$ cat config.mk
export PLATFORM = sky130hd
export DESIGN_NAME = alu_sequencer
export DESIGN_NICKNAME = d
export VERILOG_FILES = /design/src/rtl/alu_sequencer.sv
export SDC_FILE = /design/constraint.sdc
export NUM_CORES = 1
export LEC_CHECK = 0
export BUFFER_PORTS_ARGS = -buffer_cell sky130_fd_sc_hd__buf_2
export CAP_MARGIN = 10
export CORE_MARGIN = 5
export CORE_UTILIZATION = 51
export CTS_BUF_LIST = sky130_fd_sc_hd__clkbuf_2 sky130_fd_sc_hd__clkbuf_4 sky130_fd_sc_hd__clkbuf_8
export DETAILED_ROUTE_END_ITERATION = 7
export HOLD_SLACK_MARGIN = 0.03
export MAX_ROUTING_LAYER = met4
export PLACE_DENSITY = 0.79
export SLEW_MARGIN = 20
export SYNTH_ARGS = -nofsm -noshare
export SYNTH_HDL_FRONTEND = slang
export SYNTH_SLANG_ARGS = --single-unit
$ cat constraint.sdc
create_clock -name clk -period 1.6 [get_ports clk]
set_clock_uncertainty 0.05 [all_clocks]
set_input_delay 0.24 -clock clk [delete_from_list [all_inputs] [get_ports clk]]
set_output_delay 0.24 -clock clk [all_outputs]
set_load 0.02 [all_outputs]
$ cat src/rtl/alu_sequencer.sv
// ---------------------------------------------------------------------------
// alu_sequencer
//
// Single-issue instruction sequencer wrapped around an external
// combinational 8-bit ALU. It accepts one instruction, reads operands from
// a small register file and drives the ALU for instr_rep+1 chained
// iterations, feeding each result back into operand A. It then writes the
// final result to R[rd] and presents {result, flags} as a response that is
// held until the consumer accepts it.
//
// Ports
//   clk, rst_n            clock, asynchronous active-low reset
//   instr_valid/ready     instruction handshake (ready only in IDLE)
//   instr_op/rd/rs1/rs2   opcode, destination and source registers
//   instr_a_zero          force operand A to zero
//   instr_imm_sel/imm     use the immediate as operand B
//   instr_rep             extra iterations (executes instr_rep+1 times)
//   alu_a/alu_b/alu_opcode  registered ALU inputs
//   alu_result, alu_*     combinational ALU result and flags
//   rsp_valid/ready       response handshake
//   rsp_result/rsp_flags  final result and flags {Z,C,N,O}
//   dbg_addr/dbg_data     combinational register file read port
// ---------------------------------------------------------------------------
module alu_sequencer #(
    parameter int REG_COUNT = 4,
    parameter int MAX_REP_W = 4
) (
    input  logic                         clk,
    input  logic                         rst_n,
    input  logic                         instr_valid,
    output logic                         instr_ready,
    input  logic [2:0]                   instr_op,
    input  logic [$clog2(REG_COUNT)-1:0] instr_rd,
    input  logic [$clog2(REG_COUNT)-1:0] instr_rs1,
    input  logic [$clog2(REG_COUNT)-1:0] instr_rs2,
    input  logic                         instr_a_zero,
    input  logic                         instr_imm_sel,
    input  logic [7:0]                   instr_imm,
    input  logic [MAX_REP_W-1:0]         instr_rep,
    output logic [7:0]                   alu_a,
    output logic [7:0]                   alu_b,
    output logic [2:0]                   alu_opcode,
    input  logic [7:0]                   alu_result,
    input  logic                         alu_zero,
    input  logic                         alu_carry,
    input  logic                         alu_negative,
    input  logic                         alu_overflow,
    output logic                         rsp_valid,
    input  logic                         rsp_ready,
    output logic [7:0]                   rsp_result,
    output logic [3:0]                   rsp_flags,
    input  logic [$clog2(REG_COUNT)-1:0] dbg_addr,
    output logic [7:0]                   dbg_data
);

    localparam int AW = $clog2(REG_COUNT);

    // ISSUE is the settling cycle after accept: the freshly latched operands
    // reach the ALU before the first sampled iteration, giving the two-cycle
    // minimum accept-to-response latency.
    typedef enum logic [1:0] {
        IDLE  = 2'd0,
        ISSUE = 2'd1,
        EXEC  = 2'd2,
        RESP  = 2'd3
    } state_e;

    state_e                         state_q;
    logic [REG_COUNT-1:0][7:0]      regs_q;
    logic [7:0]                     alu_a_q;
    logic [7:0]                     alu_b_q;
    logic [2:0]                     alu_op_q;
    logic [MAX_REP_W-1:0]           rep_cnt_q;
    logic [AW-1:0]                  rd_q;
    logic [7:0]                     rsp_result_q;
    logic [3:0]                     rsp_flags_q;

    logic [7:0]                     op_a_d;
    logic [7:0]                     op_b_d;

    always_comb begin
        op_a_d = instr_a_zero  ? 8'd0      : regs_q[instr_rs1];
        op_b_d = instr_imm_sel ? instr_imm : regs_q[instr_rs2];
    end

    // Gated by rst_n so the sequencer never advertises readiness in reset.
    assign instr_ready = rst_n && (state_q == IDLE);
    assign rsp_valid   = (state_q == RESP);
    assign alu_a       = alu_a_q;
    assign alu_b       = alu_b_q;
    assign alu_opcode  = alu_op_q;
    assign rsp_result  = rsp_result_q;
    assign rsp_flags   = rsp_flags_q;
    assign dbg_data    = regs_q[dbg_addr];

    always_ff @(posedge clk or negedge rst_n) begin
        if (!rst_n) begin
            state_q      <= IDLE;
            regs_q       <= '0;
            alu_a_q      <= '0;
            alu_b_q      <= '0;
            alu_op_q     <= '0;
            rep_cnt_q    <= '0;
            rd_q         <= '0;
            rsp_result_q <= '0;
            rsp_flags_q  <= '0;
        end else begin
            case (state_q)
                IDLE: begin
                    if (instr_valid) begin
                        alu_a_q   <= op_a_d;
                        alu_b_q   <= op_b_d;
                        alu_op_q  <= instr_op;
                        rep_cnt_q <= instr_rep;
                        rd_q      <= instr_rd;
                        state_q   <= ISSUE;
                    end
                end
                ISSUE: begin
                    state_q <= EXEC;
                end
                EXEC: begin
                    if (rep_cnt_q != '0) begin
                        // Chain: result becomes next operand A, B/op held.
                        alu_a_q   <= alu_result;
                        rep_cnt_q <= rep_cnt_q - MAX_REP_W'(1);
                    end else begin
                        regs_q[rd_q] <= alu_result;
                        rsp_result_q <= alu_result;
                        rsp_flags_q  <= {alu_zero, alu_carry, alu_negative, alu_overflow};
                        state_q      <= RESP;
                    end
                end
                RESP: begin
                    if (rsp_ready) begin
                        state_q <= IDLE;
                    end
                end
                default: state_q <= IDLE;
            endcase
        end
    end

endmodule

==> results.tsv <==
stage	metric	value	unit
outcome	status	finished, violations left	
outcome	violations	negative setup slack	
logic_synthesis	yosys_warnings	0	
logic_synthesis	ys_types	35	
logic_synthesis	synth.area.top_cells	dfrtp_1 49%, mux4_2 15%, mux2_2 12%, a21oi_1 4.1%, nand2_1 3.8%	
grt	gr-usage-met2	38.1	%
clock_network	clkLatencyLatePin	0.35	ns
clock_network	root_buffer	clkbuf_8	
grt	gr-usage-met3	5.98	%
setup_path	r2r_start	rep_cnt_q[0]$_DFFE_PN0P_	
grt	grt.overflow.total	0	
clock_network	clock-sinks	71	
logic_synthesis	yosys.area.top_type	dfrtp_1	
place	dpl_cell_area	4310	sq um
setup_path	critPathArrivalTime	2.00	ns
die	die_height	94.4	microns
worst_hold_path	min_from	alu_zero	
setup_path	start_kind	register	
sta	hold_viol	0	
logic_synthesis	synth_area_per_cell	12.9	sq um
clock_network	clockBufferDepth	2	
die	rows	30	
logic_synthesis	netlist_area	3630	sq um
place	port_buffers	81	
finish	final_cell_mix	71 x dfrtp_1, 71 x buf_2, 42 x buf_4	
route	drc_errors	0	
sta	clock.fmax	552	MHz
logic_synthesis	synth_top_area_share	48.9	%
job	max-cap-violations	0	
route	wl	10.1	mm
sta	slew_headroom	74.1	%
setup_path	endpoint_kind	register	
finish	final_nets	457	
die	coreArea	6870	sq um
setup_path	reg2reg_to	state_q[1]$_DFFE_PN0P_	
sta	drv_slew	0	
grt	grt_pass1_vias	2972	
worst_hold_path	hold_depth	3	
setup_path	crit_required	1.79	ns
sta	fin_crit_sh	113	%
finish	drive_gt1_share	59.1	%
clock_network	cts_made_buffers	9	
clock_network	cts.htree.levels	3	
route	drt_pass1_iterations	4	
sta	setup-violations-final	51	
finish	instances_no_fill	512	
route	vias_per_cell	5.65	
worst_hold_path	hold_end	rsp_flags[3]$_DFFE_PN0P_	
grt	grt.busiest_layer	met2	
setup_path	reg2reg_depth	5	
clock_network	cts_tree	done	
setup_path	crit_fanout	4	
logic_synthesis	syn_inst	282	
sta	rsz0062_at_grt	true	
power	power.density	2130	nW/um^2
place	hpwl	6.38	mm
logic_synthesis	synth-seq-cells	71	
clock_network	clkTransAtPathRegs	0.07	ns
route	drtIter0Drc	224	
route	ant_nets	0	
die	ios	82	
finish	fillers	478	
grt	gr-usage-met1	30.1	%
sta	min_period	1.81	ns
route	num_vias	2895	
setup_path	r2r_setup_slack	-0.21	ns
place	placed_cells	463	
sta	tightest_slew	0.388	ns
setup_path	crit_type	reg2reg	
die	initial_core_util	52.9	%
grt	grt_max_degree	72	
finish	antennaDiodeCount	0	
sta	whs	0.0500	ns
grt	antenna_found_initial	0	
logic_synthesis	ys_seq_area_share	48.9	%
die	die_area	8910	sq um
sta	setup_ws	-0.210	ns
route	wl_per_cell	19.8	microns
finish	final_area	5040	sq um
grt	grt_usage	23.7	%
finish	final_core_util	73.4	%
grt	grt_pass1_wl	15.3	mm
finish	area_growth	38.8	%
place	gp_congestion	0.861	
die	die_width	94.4	microns
logic_synthesis	synthesis.nets	328	
power	ir_drop	0.00127	V
power	cellLeakagePower	0.00232	uW
worst_hold_path	min_path_type	in2reg	
cell families after synthesis:
logic type,Yosys count,share of synthesized area [%]
AOI/OAI and AO/OA,45,7.48
xor gates and xnor gates,1,0.241
adders and majority gates,5,1.72
buffers and inverters,25,2.96
DFF,71,48.9
muxes,72,29.5
and+or+nand+nor,63,9.20
where the power goes:
group | internal [uW] | switching [uW] | total (uW)
clock network | 926 | 672 | 1600
logic | 3040 | 2730 | 5770
registers | 2710 | 668 | 3380
worst max-delay path, stage by stage (launching register included):
cell and delay, ns:
dfrtp_1 0.39, inv_2 0.08, ha_4 0.15, or3b_4 0.40, a221oi_4 0.29, mux2_4 0.33
metrics by stage:
step | setup slack [ns] | TNS [ns] | total power (uW)
final | -0.210 | -3.92 | 10700
after CTS | -0.179 | -6.03 | 10000
after floorplan | -0.162 | -1.27 | 6200
after global placement | -0.170 | -3.89 | 7560
after global routing | -0.236 | -7.09 | 11300
after detailed placement | -0.242 | -6.49 | 7750
timing repair:
action | CTS | global route
endpoints found under the setup margin | 66 | 76
pin swaps | 5 | 6
hold endpoints to repair | 74 | 0
hold buffers | 4 | 0
setup buffers | 17 | 12
resized for setup | 32 | 34
gates cloned | 0 | 1
cells in the mapped netlist (all sizes together):
cell type	count
dfrtp	71
mux2	39
ha	5
or3b	1
nand3b	2
mux2i	9
mux4	24
a22oi	8
inv	6
nor2	11
o21ai	1
xnor2	1
a311o	1
nor3	2
nand4bb	1
nand2b	1
nor2b	2
o31ai	1
buf	11
nor4	1
a221oi	1
a21oi	30
and4bb	1
nand3	2
a32oi	1
a31oi	1
a2bb2oi	1
and2	2
clkbuf	8
nand2	37
flip-flops by register name, summed over array words and instances (netlist names):
register    flops
rsp_result      8
regs_q         32
alu_b           8
rep_cnt_q       4
state_q         2
alu_a           8
rsp_flags       4
rd_q            2
alu_opcode      3
layer usage:
layer,vias to the layer above,wire length (microns)
li1,1297,-
met1,1481,4200
met2,106,5180
met3,11,635
met4,0,109
met5,-,0
cell type report:
cell class | instances | area, sq um | share of cell area, %
clock inverter | 4 | 70.1 | 1.39
clock buffer | 12 | 146 | 2.91
multi-input combinational | 187 | 1950 | 38.7
timing repair buffer | 136 | 955 | 18.9
inverter | 6 | 22.5 | 0.447
tap | 96 | 120 | 2.38
sequential | 71 | 1780 | 35.3
worst max path at each step:
stage,from,to,slack (ns),depth (start not counted)
floorplan,rep_cnt_q[0]$_DFFE_PN0P_,state_q[1]$_DFFE_PN0P_,-0.16,5
global placement,rep_cnt_q[0]$_DFFE_PN0P_,state_q[1]$_DFFE_PN0P_,-0.17,5
detailed placement,rep_cnt_q[0]$_DFFE_PN0P_,state_q[1]$_DFFE_PN0P_,-0.24,5
CTS,rep_cnt_q[0]$_DFFE_PN0P_,state_q[1]$_DFFE_PN0P_,-0.18,5
global route,rep_cnt_q[0]$_DFFE_PN0P_,state_q[1]$_DFFE_PN0P_,-0.24,5
finish,rep_cnt_q[0]$_DFFE_PN0P_,state_q[1]$_DFFE_PN0P_,-0.21,5
(Power assumes the default switching activity.)
